`src/rtl/seg_pkg.sv`:
```
// seg_pkg: shared digit type and active-low seven-segment patterns for the display scanner
package seg_pkg;
    typedef logic [3:0] digit_t;
    localparam logic [6:0] SEG_BLANK = 7'h7F;
    localparam logic [6:0] SEG_LUT [16] = '{
        7'h01, 7'h4F, 7'h12, 7'h06,
        7'h4C, 7'h24, 7'h20, 7'h0F,
        7'h00, 7'h04, 7'h08, 7'h60,
        7'h31, 7'h42, 7'h30, 7'h38
    };
endpackage

```
`src/rtl/hex_to_7seg.sv`:
```
// hex_to_7seg: combinational hex nibble to active-low segment pattern (bit6 = a ... bit0 = g)
//   digit_i : hex nibble to show
//   seg_o   : active-low segment drive
module hex_to_7seg
    import seg_pkg::*;
(
    input  digit_t     digit_i,
    output logic [6:0] seg_o
);
    assign seg_o = SEG_LUT[digit_i];
endmodule

```
`src/rtl/seven_seg_scanner.sv`:
```
// seven_seg_scanner: multiplexed seven-segment driver with refresh divider, guard time and frame-synchronous double buffer
//   clk, rst (async active-low)
//   wr_en/wr_data/wr_blank/wr_dp : load shadow buffer (nibble i -> digit i, digit 0 rightmost)
//   an (active-low one-hot), a_to_g (active-low, bit6 = a), dp (active-low) : registered pin drive
//   frame_done : one-cycle pulse after the last digit slot ends
//   pending    : shadow holds data not yet committed
//   Optional macro SEVEN_SEG_LZ_BLANK_EN enables leading-zero suppression on the displayed buffer.
module seven_seg_scanner
    import seg_pkg::*;
#(
    parameter int NUM_DIGITS   = 8,
    parameter int REFRESH_DIV  = 50000,
    parameter int GUARD_CYCLES = 16
) (
    input  logic                    clk,
    input  logic                    rst,
    input  logic                    wr_en,
    input  logic [4*NUM_DIGITS-1:0] wr_data,
    input  logic [NUM_DIGITS-1:0]   wr_blank,
    input  logic [NUM_DIGITS-1:0]   wr_dp,
    output logic [NUM_DIGITS-1:0]   an,
    output logic [6:0]              a_to_g,
    output logic                    dp,
    output logic                    frame_done,
    output logic                    pending
);
    localparam int CW = $clog2(REFRESH_DIV);
    localparam int IW = $clog2(NUM_DIGITS);

    logic [CW-1:0]           cnt_q, cnt_d;
    logic [IW-1:0]           idx_q, idx_d;
    logic [4*NUM_DIGITS-1:0] sh_data_q, disp_data_q;
    logic [NUM_DIGITS-1:0]   sh_blank_q, disp_blank_q, sh_dp_q, disp_dp_q, blank_eff;
    logic [NUM_DIGITS-1:0]   an_q;
    logic [6:0]              seg_q, seg_dec;
    logic                    dp_q, fd_q, pending_q, tick, wrap;
    digit_t                  digit;

    assign tick  = cnt_q == CW'(REFRESH_DIV - 1);
    assign wrap  = tick && idx_q == IW'(NUM_DIGITS - 1);
    assign cnt_d = tick ? '0 : cnt_q + 1'b1;
    assign idx_d = tick ? (wrap ? '0 : idx_q + 1'b1) : idx_q;
    assign digit = disp_data_q[{idx_q, 2'b00} +: 4];

`ifdef SEVEN_SEG_LZ_BLANK_EN
    // A digit is suppressed while it and every digit above it are zero without a dot; digit 0 always shows.
    logic lz_run;
    always_comb begin
        blank_eff = disp_blank_q;
        lz_run    = 1'b1;
        for (int i = NUM_DIGITS - 1; i > 0; i--) begin
            lz_run       = lz_run & (disp_data_q[4*i +: 4] == 4'h0) & ~disp_dp_q[i];
            blank_eff[i] = blank_eff[i] | lz_run;
        end
    end
`else
    assign blank_eff = disp_blank_q;
`endif

    hex_to_7seg u_dec (.digit_i(digit), .seg_o(seg_dec));

    always_ff @(posedge clk or negedge rst) begin
        if (!rst) begin
            cnt_q        <= '0;
            idx_q        <= '0;
            sh_data_q    <= '0;
            sh_blank_q   <= '0;
            sh_dp_q      <= '0;
            disp_data_q  <= '0;
            disp_blank_q <= '0;
            disp_dp_q    <= '0;
            pending_q    <= 1'b0;
            an_q         <= '1;
            seg_q        <= SEG_BLANK;
            dp_q         <= 1'b1;
            fd_q         <= 1'b0;
        end else begin
            cnt_q <= cnt_d;
            idx_q <= idx_d;
            if (wr_en) begin
                sh_data_q  <= wr_data;
                sh_blank_q <= wr_blank;
                sh_dp_q    <= wr_dp;
            end
            // Commit copies the pre-write shadow; a write in the commit cycle stays pending for the next frame.
            if (wrap && pending_q) begin
                disp_data_q  <= sh_data_q;
                disp_blank_q <= sh_blank_q;
                disp_dp_q    <= sh_dp_q;
            end
            pending_q <= wr_en | (pending_q & ~wrap);
            an_q      <= cnt_q < CW'(GUARD_CYCLES) ? '1 : ~(NUM_DIGITS'(1) << idx_q);
            seg_q     <= blank_eff[idx_q] ? SEG_BLANK : seg_dec;
            dp_q      <= blank_eff[idx_q] | ~disp_dp_q[idx_q];
            fd_q      <= wrap;
        end
    end

    assign an         = an_q;
    assign a_to_g     = seg_q;
    assign dp         = dp_q;
    assign frame_done = fd_q;
    assign pending    = pending_q;
endmodule
```
`config.mk`:
```
export PLATFORM = sky130hd
export DESIGN_NAME = seven_seg_scanner
export DESIGN_NICKNAME = d
export VERILOG_FILES = /design/src/rtl/seg_pkg.sv /design/src/rtl/hex_to_7seg.sv /design/src/rtl/seven_seg_scanner.sv
export SDC_FILE = /design/constraint.sdc
export NUM_CORES = 1
export LEC_CHECK = 0
export CAP_MARGIN = 20
export CORE_AREA = 2 2 104 126
export DETAILED_ROUTE_END_ITERATION = 7
export DIE_AREA = 0 0 106 128
export PLACE_DENSITY = 0.69
export SLEW_MARGIN = 20
export SYNTH_ARGS = -nofsm -noshare
export SYNTH_HDL_FRONTEND = slang
export SYNTH_SLANG_ARGS = --single-unit
```
`constraint.sdc`:
```
create_clock -name clk -period 2.7 [get_ports clk]
set_input_delay 0.27 -clock clk [delete_from_list [all_inputs] [get_ports clk]]
set_output_delay 0.27 -clock clk [all_outputs]
set_load 0.03 [all_outputs]
```
# == Yosys cells after proc, flatten, opt, wreduce, memory -nomap -nowiden ==
# Memory sizes are Yosys's and may differ from the RTL's.
# Index checks and enable logic that the tools add are counted.
# word_totals
input_bits,51
mem_count,1
reg_bits,133
romBits,112
# op_classes
mux,10
n_eq_ne,2
n_reduce_logical,2
n_bitwise,7
order_cmp,3
n_addsub,2
shifts,2
# memory_table
memory,depth,width,read_ports,rd_clocked_by_memory_dff,wr,line,source
(name not given),16,7,1,0,0,hex_to_7seg.sv:10,assign seg_o = SEG_LUT[digit_i];
# ops
cell,n
$shiftx 32x6->4,1
$mux 7,3
$add 16x1->16 const B,1
$eq 16x16->1 const B,1
$lt 16x5->1 const B,1
$mux 16,1
$mux 8,1
$not 8->8,1
$shl 1x3->8 const A,1
$bmux 1 s3,2
$ge 5x5->1 const B,1
$not 4->5,1
$lt 3x4->1 const B,1
$add 3x1->3 const B,1
$eq 3x3->1 const B,1
$mux 3,1
$logic_and 1x1->1,2
$mux 1,2
$not 1->1,2
$or 1x1->1,2
$and 1x1->1,1

# == Longest topological paths before layout ==
# Gate-level depths: netlist of the first run.
# depth
word_depth,6
mapped_depth,11

# == By module ==
# A second synthesis of the first run with hierarchy kept.
# unflattened
hier_cells,401
hier_area_um2,5803.1
# modules_own_cells
module,area_each_um2,seq_area_each_um2,cells_each,n_inst
seven_seg_scanner,5550.3,3348.2,365,1
hex_to_7seg,252.7,0.0,36,1

# == Least setup slack after synthesis of the first run ==
# OpenSTA, ideal clock, no wires.
# synth_path
kind,reg2reg
from,reg idx_q[0]
to,"reg seg_q[3], in the netlist a_to_g[3]"
stages_incl_launch_ff,8
arrival_time_ps,2147
period_less_slack_ps,2227
required_time_ps,2619
path_buffers,1
path_slack_ps,473
cell_sequence,dfrtp_1 > buf_4 > mux4_2 > mux2_2 > inv_1 > ha_1 > mux2_2 > a32oi_1
# synth_between
elab_chain_len,6
word_cells_on_any_way,8
classes_between,shift (1); mux (5); bitwise (1); memory (1)
# synth_rtl
item,line,source
from (decl),seven_seg_scanner.sv:31,"logic [IW-1:0] idx_q, idx_d;"
from (signal assigned),seven_seg_scanner.sv:79,idx_q <= idx_d;
$shiftx 32x6->4,seven_seg_scanner.sv:43,"assign digit = disp_data_q[{idx_q, 2'b00} +: 4];"
$not 4->5 (implied by the code),hex_to_7seg.sv:10,
$mem_v2 16x7,n/a,
$mux 7 (implied by the code) (2 in series),hex_to_7seg.sv:10,
$mux 7 (*),seven_seg_scanner.sv:93,seg_q <= blank_eff[idx_q] ? SEG_BLANK : seg_dec;
to (signal assigned),seven_seg_scanner.sv:93,
to (decl),seven_seg_scanner.sv:35,"logic [6:0] seg_q, seg_dec;"
# Every way passes the cells marked *; elsewhere a longest branch is shown, timed or not. The select of a mux whose other input is x is not followed.
# A chain may end at the register's enable or synchronous reset.

# == Final worst setup path of the first run ==
# layout_path
from,reg idx_q[0]
to,"reg seg_q[5], in the netlist a_to_g[5]"
# Same word-level chain as after synthesis.

==> results of run 1 <==
==> final cells by class <==
type / count / area [sq um] / area share (%)
repair buffers: 81 / 798 / 11.0
flip-flops and latches: 133 / 3350 / 46.3
clock inverters: 3 / 38.8 / 0.536
clock buffers: 28 / 537 / 7.42
multi-input cells: 239 / 2270 / 31.4
inverters: 9 / 33.8 / 0.467
well taps: 164 / 205 / 2.84
==> critical path: stages, from the launching register on <==
cell      delay, ps
dfrtp_1         490
buf_4           230
mux2_2          340
o31ai_1         210
a221o_1         260
ha_1            290
and2_1          140
o21ai_0         160
o311ai_0        150
==> power groups by stage <==
stage / Combinational (mW) / Clock, mW / Sequential, mW
after floorplan: 0.0873 / 0 / 2.13
after global placement: 0.209 / 0 / 2.14
after detailed placement: 0.215 / 0 / 2.15
after CTS: 0.217 / 2.24 / 2.11
after global routing: 0.233 / 2.34 / 2.12
final: 0.211 / 2.20 / 2.11
==> flip-flops by register name, summed over array words and instances, names as in the netlist <==
signal       cells
dp               1
sh_dp_q          8
disp_dp_q        8
cnt_q           16
sh_data_q       32
idx_q            3
an               8
frame_done       1
sh_blank_q       8
blank_eff        8
a_to_g           7
disp_data_q     32
pending          1
==> kinds of logic after synthesis <==
family	Yosys count	share of synthesized area, %
buf+inv	26	2.87
mux	117	25.2
xor+xnor	15	2.27
fa+ha+maj	13	2.81
flops	133	57.8
simple gates	77	6.83
compound gates	17	2.18
==> synth_stat cells (3+ instances only) <==
library cell  instances
mux4_2                8
buf_1                 4
buf_4                 4
clkbuf_1              3
dfstp_2              16
nand3_1              12
nand2_1              23
ha_1                 13
o311ai_0              3
xnor2_1               7
nor3_1                3
mux2_2               79
mux2_1                4
mux2_4               16
dfrtp_1             117
nor2_1               17
inv_1                 8
xor2_1                8
nand4_1               5
mux2i_1               9
o21ai_0               4
and4_1                4
==> stage by stage <==
step	hold slack [ps]	instance area (sq um)	util (%)	instances	total power, mW
after floorplan	-25.6	5790	-	398	2.21
final	378	7240	58.1	657	4.52
after detailed placement	287	6650	53.4	625	2.36
after CTS	392	7240	58.1	657	4.57
after global routing	423	7240	58.1	657	4.69
after global placement	277	6650	53.4	625	2.35
==> layer usage <==
layer	GRT usage, %	up-vias	part of all wire, %
met3	4.73	19	3.5
li1	-	1585	-
met2	27.7	71	50
met1	21.3	1728	44
met4	8.82	0	2.4
met5	0	-	0
==> path summary, 6_finish.rpt <==
path	start	slack, ps	endpoint
setup / recovery	idx_q[0]	320	a_to_g[5]
hold / removal	rst	380	cnt_q[12]
setup reg to reg	idx_q[0]	320	a_to_g[5]
hold reg to reg	disp_data_q[28]	490	disp_data_q[28]
max in group asynchronous	rst	1460	a_to_g[1]
min in group clk	wr_data[16]	470	sh_data_q[16]
==> results.ini, run 1 <==
[logic_synthesis]
ys_types = 46
yosys_warnings = 0
yosysTopAreaCell = dfrtp_1
async_flop_share_pct = 100
synth.avg_cell_area_sq_um = 14.5
yosys.area.top_type_share_pct = 50.6
synth_ff_type = dfrtp_1
yosysSeqAreaShare_pct = 57.8
synthCells = 398
synth-edff-count = 0
synthTopCellsByArea = dfrtp_1, mux2_2, dfstp_2, mux2_4, mux4_2
synth-seq-cells = 133
synthesis.area_sq_um = 5790
synth.net_count = 462

[cells_and_area]
final_cell_mix = dfrtp_1, mux2_2, clkdlybuf4s50_1, nand2_1
fin_nets = 545
insertedDiodeCount = 0
nFillCells = 1035
area_delta_synth_final_pct = 25.0
drive_gt1_share_pct = 33.1
final_common_cell = dfrtp_1

[floorplan]
die_x_microns = 106
start_util_pct = 46.5
die_area_sq_um = 13600
fp.dieH_microns = 128
io_pins = 69
rows = 45
core_sq_um = 12400

[placed_design]
dp_hpwl_mm = 7.28
port_buffers = 68
gpl.final_weighted_congestion = 0.903
place_ws_ps = 333

[clock_network]
postCtsSetupRepairBufs = 0
cts_max_path_buffers = 2
cts_buffers = 17
cts_tree = done
path_clk_slew_ps = 50
clockRootBuffer = clkbuf_16
htreeDepth = 4
insertion_delay_ps = 410
clock_sinks = 133
postCtsResizedCells = 0
postCtsHoldBufs = 1

[route]
firstDrtPassIters = 4
post_drt_wl_per_cell_microns = 16.0
vias_per_cell = 5.18
postRouteAntennaNets = 0
drtIter0Drc = 158
wl_mm = 10.5
vias = 3403
drc = 0

[global_route]
grt_pass1_wl_mm = 17.7
grt_usage_pct = 17.2
grt-ovfl-total = 0
grt_pass1_vias = 3567
grt_antenna_before_repair = 0
grt_max_degree = 61

[sta]
finClkSkew_ps = 8.97
worst_pin_slew_ps = 703
period_share_pct = 88.2
setup_tns_ps = 0
min_period_ps = 2380
hold_viol_final = 0
slew_headroom_pct = 53.1
finalSetupViolations = 0
fin_ws_ps = 318
finalMaxSlewViolations = 0
rsz0062_at_grt = no
fmax_mhz = 420

[critical_path]
end_kind = flop
cp.required_ps = 3010
worstPathMaxFanout = 6
reg2regPathDepth = 8
crit_arrival_ps = 2690
worst-setup-path-type = flop to flop
cp-start-kind = flop

[power_and_ir_drop]
p_per_area_nw_per_um2 = 625
netSwitchingPower_mw = 0.889
switching_share_pct = 19.7
seq_power_share_pct = 46.7
p_comb_share_pct = 4.7
p_leak_nw = 3.21
max-vdd-ir-drop_mv = 0.322
internal_power_mw = 3.63
clockPowerShare_pct = 48.6

[hold_path]
min_path_type = input port to async pin

[run_status]
status = finished, final reports clean

[run]
cap_violations = 0

(Power assumes the default switching activity.)
==> run 2: changes to the inputs <==
Settings changed: CTS_CLUSTER_SIZE set to 16.
==> results of run 2 <==
The final DEF is identical to that of run 1; final timing and power are the same.
==> run 3: changes to the inputs <==
Settings changed: CELL_PAD_IN_SITES_DETAIL_PLACEMENT set to 1, CELL_PAD_IN_SITES_GLOBAL_PLACEMENT set to 2, CORE_AREA 2 2 104 126 to 2 2 115 139, DIE_AREA 0 0 106 128 to 0 0 117 141, PLACE_DENSITY 0.69 to unset, PLACE_DENSITY_LB_ADDON set to 0.1.
==> run 3 against run 2 <==
  * Final area rose by 1.3%
  * Setup slack got worse by 50 ps
  * Largest power group unchanged
  * Highest routed layer unchanged
  * Count of clock-buffer cells in the layout fell by 5
  * Register-to-register slack got worse by 50 ps
  * Sequential share of layout area fell by 0.62 points
  * First-iteration DRC count fell by 27%
  * Combinational power barely moved
  * Sequential power barely moved
==> results.ini, run 3 (synthesized netlist as in run 1, its figures left out) <==
[sta]
worst_pin_slew_ps = 632  ; was 703 ps
period_share_pct = 90.1  ; was 88.2%
whs_ps = 385  ; was 378 ps
min_period_ps = 2430  ; was 2380 ps
fin_ws_ps = 268  ; was 318 ps
setup_tns_ps = 0  ; unchanged
finalMaxSlewViolations = 0  ; unchanged
finClkSkew_ps = 10.2  ; was 8.97 ps
rsz0062_at_grt = no  ; unchanged
fmax_mhz = 411  ; was 420 MHz
finalSetupViolations = 0  ; unchanged
hold_viol_final = 0  ; unchanged
slew_headroom_pct = 57.9  ; was 53.1%

[floorplan]
rows = 50  ; was 45
start_util_pct = 37.8  ; was 46.5%
die_area_sq_um = 16500  ; was 13600 sq um
fp.dieH_microns = 141  ; was 128 microns
core_sq_um = 15300  ; was 12400 sq um
io_pins = 69  ; unchanged
die_x_microns = 117  ; was 106 microns

[clock_network]
postCtsResizedCells = 0  ; unchanged
path_clk_slew_ps = 60  ; was 50 ps
clockRootBuffer = clkbuf_16  ; unchanged
cts_tree = done  ; unchanged
htreeDepth = 4  ; unchanged
cts_buffers = 17  ; unchanged
clock_sinks = 133  ; unchanged
insertion_delay_ps = 420  ; was 410 ps
cts_max_path_buffers = 2  ; unchanged

[hold_path]
whs_path_depth = 2
whs_endpoint = pending
min_from = wr_en
min_path_type = input port to flop  ; was input port to async pin

[placed_design]
gpl.final_weighted_congestion = 0.764  ; was 0.903
port_buffers = 68  ; unchanged
dpl.cell_count = 671  ; was 625
dp_hpwl_mm = 8.49  ; was 7.28 mm
place_ws_ps = 291  ; was 333 ps

[route]
postRouteAntennaNets = 0  ; unchanged
vias_per_cell = 4.86  ; was 5.18
vias = 3424  ; was 3403
drc = 0  ; unchanged
firstDrtPassIters = 4  ; unchanged
wl_mm = 11.8  ; was 10.5 mm
post_drt_wl_per_cell_microns = 16.7  ; was 16.0 microns
drtIter0Drc = 116  ; was 158

[global_route]
grt_pass1_vias = 3834  ; was 3567
grt_antenna_before_repair = 0  ; unchanged
grt_usage_pct = 16.1  ; was 17.2%
grt_pass1_wl_mm = 19.9  ; was 17.7 mm
grt_max_degree = 48  ; was 61
grt-ovfl-total = 0  ; unchanged

[cells_and_area]
nFillCells = 1554  ; was 1035
reg_top3 = disp_data_q: 32 flops, sh_data_q: 32 flops, cnt_q: 16 flops  ; unchanged
fin_cells = 704  ; was 657
area_delta_synth_final_pct = 26.7  ; was 25.0%
final_common_cell = dfrtp_1  ; unchanged
drive_gt1_share_pct = 33.9  ; was 33.1%
final_cell_mix = dfrtp_1, mux2_2, clkdlybuf4s50_1, nand2_1  ; unchanged
insertedDiodeCount = 0  ; unchanged
fin_nets = 547  ; was 545

[critical_path]
cp.required_ps = 3030  ; was 3010 ps
reg2regPathDepth = 8  ; unchanged
rr_startpoint = idx_q[0]  ; unchanged
cp-startpoint = idx_q[0]  ; unchanged
cp-start-kind = flop  ; unchanged
r2r_end = a_to_g[6]  ; was a_to_g[5]
worstPathMaxFanout = 11  ; was 6
crit_arrival_ps = 2760  ; was 2690 ps
worst-setup-path-type = flop to flop  ; unchanged
r2r_slack_ps = 270  ; was 320 ps
end_kind = flop  ; unchanged

[run]
cap_violations = 0  ; unchanged

[power_and_ir_drop]
p_per_area_nw_per_um2 = 638  ; was 625 nW/um^2
max-vdd-ir-drop_mv = 0.384  ; was 0.322 mV
power_mw = 4.68  ; was 4.52 mW
p_leak_nw = 3.23  ; was 3.21 nW

[run_status]
status = finished, final reports clean  ; unchanged

## run 3: cell count changes in the layout (fill, tap and decap cells not counted)
cell	previous run	this run
clkbuf_1	4	3
clkinv_1	2	1
clkbuf_8	7	3
clkinvlp_4	0	2
bufinv_16	1	3
clkinv_2	1	4
buf_4	11	13
## run 3: worst max path at each step
stage | depth (start not counted) | to | slack [ps]
6_report | 8 | a_to_g[6] | 270
3_3_place_gp | 7 | a_to_g[5] | 410
2_1_floorplan | 7 | a_to_g[3] | 470
4_1_cts | 8 | a_to_g[6] | 260
5_1_grt | 8 | a_to_g[6] | 160
3_5_place_dp | 8 | a_to_g[6] | 290
## run 3: report_power, final
part	switching, mW	internal (mW)	leakage (nW)
Sequential	0.0425	2.07	1.67
Combinational	0.0796	0.133	1.27
Clock	0.837	1.52	0.293
## run 3: per-stage QoR
| stage | utilization [%] | instance area [sq um] |
|---|---|---|
| 5_1_grt | 47.8 | 7330 |
| 2_1_floorplan | - | 5790 |
| 4_1_cts | 47.8 | 7330 |
| 6_report | 47.8 | 7330 |
| 3_3_place_gp | 43.8 | 6720 |
| 3_5_place_dp | 43.8 | 6720 |
## run 3: area by class of cell
cell class,count,area [sq um],area share (%)
inverters,9,33.8,0.461
repair buffers,83,813,11.1
well taps,208,260,3.55
clock buffers,23,478,6.52
flip-flops and latches,133,3350,45.7
clock inverters,9,125,1.71
multi-input cells,239,2270,31.0
## run 3: critical path: stages, from the launching register on
cell and delay [ps]:
dfrtp_1 420, buf_4 250, mux2_2 360, o31ai_1 220, a221o_1 260, inv_1 130, ha_1 250, nor4_1 340
a311oi_1 90
## run 3: layer usage
metal  part of all wire [%]  vias to the layer above  track usage [%]
met5                      0                        -                0
met4                    1.5                        0             5.20
met3                    3.5                       13             4.94
met2                     52                       62             27.5
met1                     43                     1755             19.3
li1                       -                     1594                -
## run 3: timing repair
action / CTS / global route
hold buffers: 1 / 0
setup endpoints to repair: 0 / 0
hold endpoints to repair: 44 / 0
buffers inserted: 0 / 0
